## config.mk

```make
export PLATFORM = sky130hd
export DESIGN_NAME = dmem_arb_flat
export DESIGN_NICKNAME = d
export VERILOG_FILES = /design/src/rtl/dmem_arb_if.sv /design/src/rtl/dmem_arb.sv /design/src/flat_wrapper.sv
export SDC_FILE = /design/constraint.sdc
export NUM_CORES = 1
export LEC_CHECK = 0
export ABC_CLOCK_PERIOD_IN_PS = 2400
export BUFFER_PORTS_ARGS = -buffer_cell sky130_fd_sc_hd__buf_2
export CAP_MARGIN = 20
export CORE_ASPECT_RATIO = 2
export CORE_UTILIZATION = 40
export CTS_CLUSTER_SIZE = 28
export DETAILED_ROUTE_END_ITERATION = 7
export PLACE_DENSITY_LB_ADDON = 0.25
export SYNTH_ARGS = -nofsm -noshare
export SYNTH_HDL_FRONTEND = slang
export SYNTH_SLANG_ARGS = --single-unit
export TNS_END_PERCENT = 5
```

## constraint.sdc

```tcl
create_clock -name CLK -period 2.4 [get_ports CLK]
set_clock_uncertainty 0.2 [all_clocks]
set_input_delay 0.48 -clock CLK [delete_from_list [all_inputs] [get_ports CLK]]
set_output_delay 0.48 -clock CLK [all_outputs]
set_load 0.05 [all_outputs]
```

## src/rtl/dmem_arb_if.sv

```systemverilog
// dmem_arb_if
//   Bundles the two requester ports (MEM stage M_*, DMA/debug D_*) and the
//   synchronous-read memory port (MEM_*) of the data-memory arbiter.
//   slave  : arbiter side (takes requests, drives memory)
//   master : environment side (requesters and memory model)
interface dmem_arb_if;
    logic        M_REQ_N;
    logic        M_RW;
    logic [31:0] M_ADDR;
    logic [31:0] M_WDATA;
    logic [31:0] M_RDATA;
    logic        M_STALL;

    logic        D_REQ_N;
    logic        D_RW;
    logic [31:0] D_ADDR;
    logic [31:0] D_WDATA;
    logic [31:0] D_RDATA;
    logic        D_ACK;

    logic        MEM_CSN;
    logic        MEM_WEN;
    logic [31:0] MEM_ADDR;
    logic [31:0] MEM_DI;
    logic [31:0] MEM_DO;

    modport slave (
        input  M_REQ_N, M_RW, M_ADDR, M_WDATA,
        input  D_REQ_N, D_RW, D_ADDR, D_WDATA,
        input  MEM_DO,
        output M_RDATA, M_STALL, D_RDATA, D_ACK,
        output MEM_CSN, MEM_WEN, MEM_ADDR, MEM_DI
    );

    modport master (
        output M_REQ_N, M_RW, M_ADDR, M_WDATA,
        output D_REQ_N, D_RW, D_ADDR, D_WDATA,
        output MEM_DO,
        input  M_RDATA, M_STALL, D_RDATA, D_ACK,
        input  MEM_CSN, MEM_WEN, MEM_ADDR, MEM_DI
    );
endinterface

```

## src/rtl/dmem_arb.sv

```systemverilog
// dmem_arb
//   Two-requester arbiter for a single-port synchronous-read data memory.
//   The MEM stage (M_*) and a DMA/debug port (D_*) share the memory; each
//   access takes exactly three cycles (IDLE, ACC, DONE). Conflicts in IDLE
//   are resolved round-robin so neither requester starves.
//
// Ports
//   CLK   : clock, all state on rising edge
//   RSTN  : asynchronous active-low reset
//   bus   : dmem_arb_if.slave -- requests in, stall/ack/read data out,
//           registered memory controls out, MEM_DO in
//
// state | meaning
// ------+----------------------------------------------------------
// IDLE  | memory deselected; requests sampled and granted here
// MACC  | M access presented to memory (CSN=0)
// MDONE | M read data on MEM_DO; M_STALL released
// DACC  | D access presented to memory (CSN=0)
// DDONE | D read data on MEM_DO; D_ACK pulsed
module dmem_arb (
    input  logic       CLK,
    input  logic       RSTN,
    dmem_arb_if.slave  bus
);

    localparam logic [2:0] IDLE  = 3'd0;
    localparam logic [2:0] MACC  = 3'd1;
    localparam logic [2:0] MDONE = 3'd2;
    localparam logic [2:0] DACC  = 3'd3;
    localparam logic [2:0] DDONE = 3'd4;

    localparam logic GNT_M = 1'b0;
    localparam logic GNT_D = 1'b1;

    logic [2:0]  state;
    logic [2:0]  state_nxt;
    logic        last_gnt;
    logic        m_req;
    logic        d_req;
    logic        grant_m;
    logic        grant_d;

    logic        mem_csn;
    logic        mem_wen;
    logic [31:0] mem_addr;
    logic [31:0] mem_di;
    logic [31:0] m_rdata_q;
    logic [31:0] d_rdata_q;

    assign m_req = ~bus.M_REQ_N;
    assign d_req = ~bus.D_REQ_N;

    // On a conflict, the requester that did not win last time gets the slot.
    always_comb begin
        grant_m = m_req & (~d_req | (last_gnt == GNT_D));
        grant_d = d_req & ~grant_m;
    end

    always_comb begin
        state_nxt = IDLE;
        case (state)
            IDLE: begin
                if (grant_m)
                    state_nxt = MACC;
                else if (grant_d)
                    state_nxt = DACC;
                else
                    state_nxt = IDLE;
            end
            MACC:    state_nxt = MDONE;
            MDONE:   state_nxt = IDLE;
            DACC:    state_nxt = DDONE;
            DDONE:   state_nxt = IDLE;
            default: state_nxt = IDLE;
        endcase
    end

    always_ff @(posedge CLK or negedge RSTN) begin
        if (!RSTN) begin
            state     <= IDLE;
            last_gnt  <= GNT_D;
            mem_csn   <= 1'b1;
            mem_wen   <= 1'b1;
            mem_addr  <= 32'd0;
            mem_di    <= 32'd0;
            m_rdata_q <= 32'd0;
            d_rdata_q <= 32'd0;
        end else begin
            state <= state_nxt;
            case (state)
                IDLE: begin
                    if (grant_m) begin
                        mem_csn  <= 1'b0;
                        mem_wen  <= ~bus.M_RW;
                        mem_addr <= bus.M_ADDR;
                        mem_di   <= bus.M_WDATA;
                        last_gnt <= GNT_M;
                    end else if (grant_d) begin
                        mem_csn  <= 1'b0;
                        mem_wen  <= ~bus.D_RW;
                        mem_addr <= bus.D_ADDR;
                        mem_di   <= bus.D_WDATA;
                        last_gnt <= GNT_D;
                    end
                end
                // Deselect after one access cycle; address/data simply hold.
                MACC, DACC: begin
                    mem_csn <= 1'b1;
                    mem_wen <= 1'b1;
                end
                // Capture read data as the DONE cycle ends (writes too; value
                // is meaningless then but keeps the path uniform).
                MDONE: m_rdata_q <= bus.MEM_DO;
                DDONE: d_rdata_q <= bus.MEM_DO;
                default: begin
                    mem_csn <= 1'b1;
                    mem_wen <= 1'b1;
                end
            endcase
        end
    end

    // Stall is gated by RSTN so it drops the instant reset is applied.
    assign bus.M_STALL  = RSTN & m_req & (state != MDONE);
    assign bus.M_RDATA  = (state == MDONE) ? bus.MEM_DO : m_rdata_q;
    assign bus.D_ACK    = (state == DDONE);
    assign bus.D_RDATA  = d_rdata_q;

    assign bus.MEM_CSN  = mem_csn;
    assign bus.MEM_WEN  = mem_wen;
    assign bus.MEM_ADDR = mem_addr;
    assign bus.MEM_DI   = mem_di;

endmodule

```

## src/flat_wrapper.sv

```systemverilog
// flat-port wrapper written by rule: the top's interface ports become plain ports
module dmem_arb_flat 
  (CLK, RSTN, bus_M_REQ_N, bus_M_RW, bus_M_ADDR, bus_M_WDATA, bus_D_REQ_N, bus_D_RW, bus_D_ADDR, bus_D_WDATA, bus_MEM_DO, bus_M_RDATA, bus_M_STALL, bus_D_RDATA, bus_D_ACK, bus_MEM_CSN, bus_MEM_WEN, bus_MEM_ADDR, bus_MEM_DI);
  dmem_arb_if bus_i ();
  input  logic CLK;
  input  logic RSTN;
  input wire logic [$bits(bus_i.M_REQ_N)-1:0] bus_M_REQ_N;
  input wire logic [$bits(bus_i.M_RW)-1:0] bus_M_RW;
  input wire logic [$bits(bus_i.M_ADDR)-1:0] bus_M_ADDR;
  input wire logic [$bits(bus_i.M_WDATA)-1:0] bus_M_WDATA;
  input wire logic [$bits(bus_i.D_REQ_N)-1:0] bus_D_REQ_N;
  input wire logic [$bits(bus_i.D_RW)-1:0] bus_D_RW;
  input wire logic [$bits(bus_i.D_ADDR)-1:0] bus_D_ADDR;
  input wire logic [$bits(bus_i.D_WDATA)-1:0] bus_D_WDATA;
  input wire logic [$bits(bus_i.MEM_DO)-1:0] bus_MEM_DO;
  output wire logic [$bits(bus_i.M_RDATA)-1:0] bus_M_RDATA;
  output wire logic [$bits(bus_i.M_STALL)-1:0] bus_M_STALL;
  output wire logic [$bits(bus_i.D_RDATA)-1:0] bus_D_RDATA;
  output wire logic [$bits(bus_i.D_ACK)-1:0] bus_D_ACK;
  output wire logic [$bits(bus_i.MEM_CSN)-1:0] bus_MEM_CSN;
  output wire logic [$bits(bus_i.MEM_WEN)-1:0] bus_MEM_WEN;
  output wire logic [$bits(bus_i.MEM_ADDR)-1:0] bus_MEM_ADDR;
  output wire logic [$bits(bus_i.MEM_DI)-1:0] bus_MEM_DI;
  assign bus_i.M_REQ_N = bus_M_REQ_N;
  assign bus_i.M_RW = bus_M_RW;
  assign bus_i.M_ADDR = bus_M_ADDR;
  assign bus_i.M_WDATA = bus_M_WDATA;
  assign bus_i.D_REQ_N = bus_D_REQ_N;
  assign bus_i.D_RW = bus_D_RW;
  assign bus_i.D_ADDR = bus_D_ADDR;
  assign bus_i.D_WDATA = bus_D_WDATA;
  assign bus_i.MEM_DO = bus_MEM_DO;
  assign bus_M_RDATA = bus_i.M_RDATA;
  assign bus_M_STALL = bus_i.M_STALL;
  assign bus_D_RDATA = bus_i.D_RDATA;
  assign bus_D_ACK = bus_i.D_ACK;
  assign bus_MEM_CSN = bus_i.MEM_CSN;
  assign bus_MEM_WEN = bus_i.MEM_WEN;
  assign bus_MEM_ADDR = bus_i.MEM_ADDR;
  assign bus_MEM_DI = bus_i.MEM_DI;
  dmem_arb u_core (.CLK(CLK), .RSTN(RSTN), .bus(bus_i));
endmodule
```

# Word-level counts from Yosys, hierarchy flattened
# Cells that the tools add are included.
[op_classes] n_eq_ne=6 mux=16 n_reduce_logical=5 n_bitwise=11
[ops] op="2-to-1 mux 32 bit" count=5
[ops] op="one-hot mux 3 bit (3 select lines)" count=1
[ops] op="equality test 3 x 2 -> 1 bit (second input constant)" count=2
[ops] op="2-to-1 mux 1 bit" count=6
[ops] op="NOT 1 bit" count=6
[ops] op="bitwise AND 1 bit" count=4
[ops] op="one-hot mux 1 bit (2 select lines)" count=2
[ops] op="AND reduction 2 bit" count=2
[ops] op="equality test 3 x 1 -> 1 bit (second input constant)" count=1
[ops] op="equality test 3 bit (second input constant)" count=1
[ops] op="logical NOT 3 bit" count=1
[ops] op="2-to-1 mux 3 bit" count=1
[ops] op="!= test 3 x 1 -> 1 bit (second input constant)" count=1
[ops] op="!= test 3 x 2 -> 1 bit (second input constant)" count=1
[ops] op="2-to-1 mux 2 bit" count=1
[ops] op="nonzero test 2 bit" count=1
[ops] op="OR reduction 2 bit" count=1
[ops] op="bitwise OR 1 bit" count=1
[totals] reg_bits=134 wordCells=46 inputBits=166 output_inout_bits=132

# Depth between registers and ports, before layout
# Gate-level depths: netlist of the first run.
[logic_depth] ltp_word=7 ltp_mapped=6 depth_no_buf=3

# Worst setup path after synthesis of the first run
# No wires, ideal clock.
[synth_path] path_type="flip-flop to output port" from="register u_core.state[1]" to="output bus_M_STALL" arrival_ps=2015 required_time_ps=1720 slack_ps=-295 n_path_buf=2 stages_incl_launch_ff=5 path_cell_list="dfrtp_1 buf_4 nor3b_2 buf_4 nor3b_1"
[synth_via] elab_chain_len=2
[synth_lines] element="start: declaration" line_no="dmem_arb.sv:35" rtl="logic [2:0] state;"
[synth_lines] element="start signal: assignment" line_no="dmem_arb.sv:89" rtl="state <= state_nxt;"
[synth_lines] element="!= test 3 x 2 -> 1 bit" line_no="dmem_arb.sv:124" rtl="assign bus.M_STALL = RSTN & m_req & (state != MDONE);"
[synth_lines] element="bitwise AND 1 bit" line_no="dmem_arb.sv:124"
[synth_lines] element="end: declaration" line_no="flat_wrapper.sv:17" rtl="output wire logic [$bits(bus_i.M_STALL)-1:0] bus_M_STALL;"
# Every way passes these cells.

# Worst setup path after layout of the first run
[layout_path] from="register u_core.state[0]" to="output bus_M_RDATA[26]"
[layout_via] elab_chain_len=2
[layout_lines] element="equality test 3 x 2 -> 1 bit" line_no="dmem_arb.sv:125" rtl="assign bus.M_RDATA = (state == MDONE) ? bus.MEM_DO : m_rdata_q;"
[layout_lines] element="2-to-1 mux 32 bit" line_no="dmem_arb.sv:125"
[layout_lines] element="end: declaration" line_no="flat_wrapper.sv:16" rtl="output wire logic [$bits(bus_i.M_RDATA)-1:0] bus_M_RDATA;"
# Every way passes these cells.

==> results of run 1 <==
-- how the worst min path moves through the flow --
| stage | startpoint | end | slack [ns] | cells past startpoint |
|---|---|---|---|---|
| 2_1_floorplan | RSTN | u_core.bus.D_RDATA[0] | -0.02 | 0 |
| 3_3_place_gp | u_core.m_rdata_q[31] | u_core.m_rdata_q[31] | 0.28 | 1 |
| 3_5_place_dp | u_core.m_rdata_q[3] | u_core.m_rdata_q[3] | 0.28 | 1 |
| 4_1_cts | RSTN | u_core.bus.MEM_DI[14] | 0.02 | 2 |
| 5_1_grt | RSTN | u_core.bus.MEM_DI[27] | 0.04 | 2 |
| 6_report | RSTN | u_core.bus.MEM_DI[30] | -0.04 | 2 |
-- cells in the final DEF (no fill, tap or decap) --
master / count
and3b_1: 1
buf_4: 9
nor3_1: 1
a21oi_1: 67
buf_8: 8
buf_6: 28
buf_16: 2
buf_2: 262
mux2i_1: 65
dfrtp_1: 131
o21bai_1: 1
inv_6: 1
clkbuf_1: 1
clkinv_4: 3
nor2_1: 65
diode_2: 1
a211o_1: 1
buf_12: 5
inv_1: 1
o21bai_4: 1
dfstp_2: 3
nor3b_2: 1
clkbuf_8: 4
clkinv_2: 2
a2111oi_4: 1
clkinvlp_4: 2
or3_1: 1
nor3b_4: 2
o31ai_1: 1
mux2_4: 30
mux2_2: 34
bufinv_16: 2
o21ai_0: 1
clkbuf_16: 19
a211oi_1: 1
-- state kept, by name, summed over array words and instances, names as in the netlist --
| name | flops |
|---|---|
| u_core.bus.D_RDATA | 32 |
| u_core.bus.MEM_ADDR | 32 |
| u_core.bus.MEM_CSN | 1 |
| u_core.bus.MEM_DI | 32 |
| u_core.bus.MEM_WEN | 1 |
| u_core.last_gnt | 1 |
| u_core.m_rdata_q | 32 |
| u_core.state | 3 |
-- critical path: cells and delay by family, from the launching register on --
family	cells	cell delay (ns)
buffers and inverters	3	0.51
flip-flops	1	0.40
multiplexers	1	0.36
AND/OR/NAND/NOR	1	0.20
-- cells by family (layout without fill, tap and decap cells) --
family | count (synthesis) | after routing | synth area share, %
AOI/OAI and AO/OA | 74 | 74 | 7.25
other | 0 | 1 | 0
buffers and inverters | 31 | 349 | 4.04
muxes | 129 | 129 | 24.2
and+or+nand+nor | 71 | 71 | 5.24
DFF | 134 | 134 | 59.3
-- per-layer routing --
metal | vias up | routed length (um) | part of all wire [%] | global-route usage [%]
li1 | 2151 | - | - | -
met1 | 2225 | 5640 | 35 | 20.2
met2 | 218 | 8980 | 55 | 38.7
met3 | 31 | 1210 | 7.4 | 7.18
met4 | 0 | 473 | 2.9 | 11.1
met5 | - | 0 | 0 | 0
-- cell type report --
class | count | share of cell area [%]
inverters | 1 | 0.0445
flip-flops and latches | 134 | 39.8
multi-input cells | 274 | 26.3
clock inverters | 10 | 1.42
well taps | 189 | 2.80
diodes | 1 | 0.0297
repair buffers | 316 | 23.9
clock buffers | 22 | 5.74
-- per-stage QoR --
step / hold WS (ns) / util [%] / worst slack [ns] / cell area (sq um) / std cells
floorplan: -0.0156 / - / 0.182 / 5670 / 439
finish: -0.0376 / 60.8 / -0.170 / 8440 / 947
global route: 0.0439 / 60.8 / -0.231 / 8440 / 947
global placement: 0.280 / 52.9 / 0.285 / 7350 / 907
CTS: 0.0172 / 59.3 / -0.189 / 8240 / 943
detailed placement: 0.281 / 52.9 / 0.243 / 7350 / 907
-- timing repair --
| action | 4_1_cts | 5_1_grt |
|---|---|---|
| gates resized for setup | 72 | 38 |
| cloned | 2 | 2 |
| setup buffers | 2 | 1 |
| pin swaps | 1 | 1 |
| setup endpoints to repair | 32 | 34 |
==> results.yml, run 1 <==
die:
  die_w_um: 86.1
  fp.dieH_um: 170
  rows: 61
  fp.coreArea_sq_mm: 0.0139
  dieArea_sq_mm: 0.0147
  io-pin-count: 298
  start_util_pct: 40.8
global_route:
  grt_remaining_overflow: 0
  grt_pass1_wl_um: 23000
  track_usage_pct: 21.1
  grt_pass1_vias: 4634
  grt_max_degree: 135
  antenna_found_initial: 1
clock_tree:
  clock_sinks: 134
  clockBufferDepth: 2
  cts_root_buf: "clkbuf_16"
  clk_pin_slew_ns: 0.06
  cts_tree: "done"
  ctsHoldBuffers: 0
  htreeDepth: 4
  clk_latency_ns: 0.41
  cts_buffers: 17
drt:
  final_antenna_net_count: 0
  drt-wirelength-per-cell_um: 17.2
  vias: 4625
  wirelength_um: 16300
  drcViolationCount: 0
  viasPerCell: 4.88
  drtPass1Iterations: 4
  drt_iter0_markers: 143
layout:
  finalNetCount: 910
  syn_to_final_growth_pct: 49.0
  drive_above_1_share_pct: 55.4
  fillers: 1160
  ff_latch_area_sq_mm: 0.00336
  multiInputGateArea_sq_mm: 0.00222
sta:
  fmax_mhz: 389
  fin_ws_ns: -0.170
  setup-tns-final_ns: -4.61
  final_hold_viol_count: 40
  finalMaxSlewViolations: 0
  grt_setup_unrepaired: "true"
  worstMarginPinSlew_ns: 0.723
  slew_headroom_pct: 51.8
  period_share_pct: 107
  setup_viol: 33
  period_needed_ns: 2.57
  whs_ns: -0.0376
synthesis:
  synth_edf_count: 0
  synth.yosys.warnings: 0
  synthFlopType: "dfrtp_1"
  synth-seq-cells: 134
  syn_avg_cell_area_sq_um: 12.9
  yosys.cell_types.count: 23
  synth_most_common_cell: "dfrtp_1"
  yosysSeqAreaShare_pct: 59.3
  yosysTopAreaCellShare_pct: 57.9
  netlist_area_sq_mm: 0.00566
  synthTopCellsByCount: "dfrtp_1, a21oi_1, mux2i_1, nor2_1, mux2_2"
  synthCells: 439
  synth_nets: 605
  synthArstFlopShare_pct: 100
  synth_area_leaders: "dfrtp_1, mux2_2, mux2i_1"
  yosysTopAreaCell: "dfrtp_1"
place:
  port_buffers: 297
  gp_congestion: 0.788
  dp.final_hpwl_um: 11000
critical_path:
  crit_chain: "nor3b_4, buf_6, buf_12, mux2_2, buf_6"
  startpoint: "u_core.state[0]"
  arrival_ns: 1.89
  cp_max_fo: 5
  r2r_end: "u_core.bus.MEM_ADDR[15]"
  cp_slowest_cell: "dfrtp_1"
  crit_end: "bus_M_RDATA[26]"
  timing.rr.start: "u_core.state[0]"
  crit_path_frequent_cell: "buf_6"
  critPathMaxStageDelay_ns: 0.40
  reg2reg_depth: 5
  start_kind: "register"
  reg2reg_setup_slack_ns: 0.38
  cp.required_ns: 1.72
  end_kind: "output port"
  criticalPathCategory: "reg -> out"
outcome:
  outcome: "finished with violations"
  violations: "hold timing, setup timing"
flow_run:
  maxCapViolCount: 0
worst_hold_path:
  min_path_type: "in -> async"
Power of run 1 is left out: the tool's default activity adds up to more than one toggle a clock period on the data nets, which glitch-free logic cannot reach.
==> run 2: changes to the inputs <==
- ABC_CLOCK_PERIOD_IN_PS: 2400 -> 2700
- clock period: 2.4 -> 2.7 ns (I/O delays scaled with it)
==> run 2 against run 1 <==
Register-to-register slack gained 0.31 ns. Largest cell class unchanged. Wire length shrank 8.5%. The flow now finishes without violations. Highest routed layer unchanged. Count of clock-buffer cells in the layout fell by 4. Core utilization decreased by 2.4 points.
==> results.yml, run 2 (synthesized netlist as in run 1, its figures left out) <==
outcome:
  outcome: "completed"
global_route:
  grt_remaining_overflow: 0
  grt_max_degree: 135
  antenna_found_initial: 1
  track_usage_pct: 19.8
  grt_pass1_vias: 4482
  grt_pass1_wl_um: 22000
clock_tree:
  clockBufferDepth: 2
  cts_buffers: 17
  clk_latency_ns: 0.40
  cts_root_buf: "clkbuf_16"
  clock_sinks: 134
  cts_tree: "done"
  ctsHoldBuffers: 0
  clk_pin_slew_ns: 0.06
  htreeDepth: 4
die:
  io-pin-count: 298
  die_w_um: 86.1
  fp.dieH_um: 170
  dieArea_sq_mm: 0.0147
  fp.coreArea_sq_mm: 0.0139
  rows: 61
  start_util_pct: 40.8
worst_hold_path:
  min_path_type: "in -> async"
place:
  port_buffers: 297
  gp_congestion: 0.801
  dp.final_hpwl_um: 10700
  dp_cells: 903
drt:
  drtPass1Iterations: 4
  viasPerCell: 4.75
  drt-wirelength-per-cell_um: 15.9
  final_antenna_net_count: 0
  drt_iter0_markers: 105
  wirelength_um: 14900
  vias: 4466
  drcViolationCount: 0
critical_path:
  cp.required_ns: 1.96
  r2r_end: "u_core.bus.MEM_DI[5]"
  reg2reg_depth: 5
  end_kind: "output port"
  reg2reg_setup_slack_ns: 0.69
  start_kind: "register"
  cp_max_fo: 16
  arrival_ns: 1.92
  timing.rr.start: "u_core.state[0]"
  criticalPathCategory: "reg -> out"
flow_run:
  maxCapViolCount: 0
sta:
  fmax_mhz: 375
  slew_headroom_pct: 50.2
  worstMarginPinSlew_ns: 0.747
  finalMaxSlewViolations: 0
  final_hold_viol_count: 0
  period_needed_ns: 2.66
  grt_setup_unrepaired: "true"
  setup_viol: 0
  period_share_pct: 98.6
layout:
  finalNetCount: 904
  syn_to_final_growth_pct: 43.0
  layout_commonest_cell: "buf_2"
  fillers: 1172
  ff_latch_area_sq_mm: 0.00336
  drive_above_1_share_pct: 55.3
  final_cell_mix: "buf_2, dfrtp_1, a21oi_1"
  instances_no_fill: 940
  multiInputGateArea_sq_mm: 0.00210
run 2: cell types whose count changed in the layout (fill, tap and decap cells not counted), moves of 3 or more:
cell and delta:
buf_2 +11, buf_8 -8, mux2_2 +30, clkbuf_8 -3
mux2_4 -30, buf_6 -5
run 2: worst max path at each step:
| stage | cells past startpoint | start | slack [ns] | to |
|---|---|---|---|---|
| floorplan | 4 | u_core.state[0] | 0.42 | bus_M_RDATA[21] |
| global placement | 4 | u_core.state[0] | 0.39 | bus_M_RDATA[23] |
| detailed placement | 4 | u_core.state[0] | 0.34 | bus_M_RDATA[27] |
| CTS | 5 | u_core.state[2] | 0.01 | bus_M_RDATA[27] |
| global route | 5 | u_core.state[2] | -0.02 | bus_M_RDATA[5] |
| finish | 5 | u_core.state[2] | 0.04 | bus_M_RDATA[5] |
run 2: stage by stage:
stage               setup slack [ns]  instance area [sq um]  utilization, %  setup TNS (ns)  hold WS, ns
floorplan                      0.422                   5670               -               0       0.0444
global placement               0.393                   7320            52.7               0        0.280
detailed placement             0.339                   7320            52.7               0        0.281
CTS                           0.0118                   7930            57.1               0       0.0846
global route                 -0.0156                   8100            58.3         -0.0222       0.0704
finish                        0.0365                   8100            58.3               0       0.0150
run 2: layer usage:
metal | GRT usage [%] | share of wire (%) | up-vias
met1 | 20.8 | 36 | 2127
met2 | 36.2 | 55 | 182
li1 | - | - | 2138
met5 | 0 | 0 | -
met3 | 5.04 | 6.2 | 19
met4 | 9.06 | 2.0 | 0
run 2: final cells by class:
class                      instances  area share, %
clock inverter                    13           1.53
tap                              189           2.92
sequential                       134           41.5
timing repair buffer             310           22.6
multi-input combinational        274           26.0
antenna                            1         0.0309
clock buffer                      18           5.42
inverter                           1         0.0463
run 2: worst max-delay path, cell delays in order, from the launching register on:
cell and delay [ns]:
dfrtp_2 0.42, nor3b_4 0.21, buf_6 0.17, buf_16 0.16
mux2_2 0.35, buf_2 0.21
run 2: repair_timing:
action,CTS,global route
setup endpoints to repair,32,32
gates resized for setup,3,68
buffers inserted,3,0
cloned,1,1
pin swaps,1,0
hold endpoints to repair,0,0
Power of run 2 is left out for the same reason.
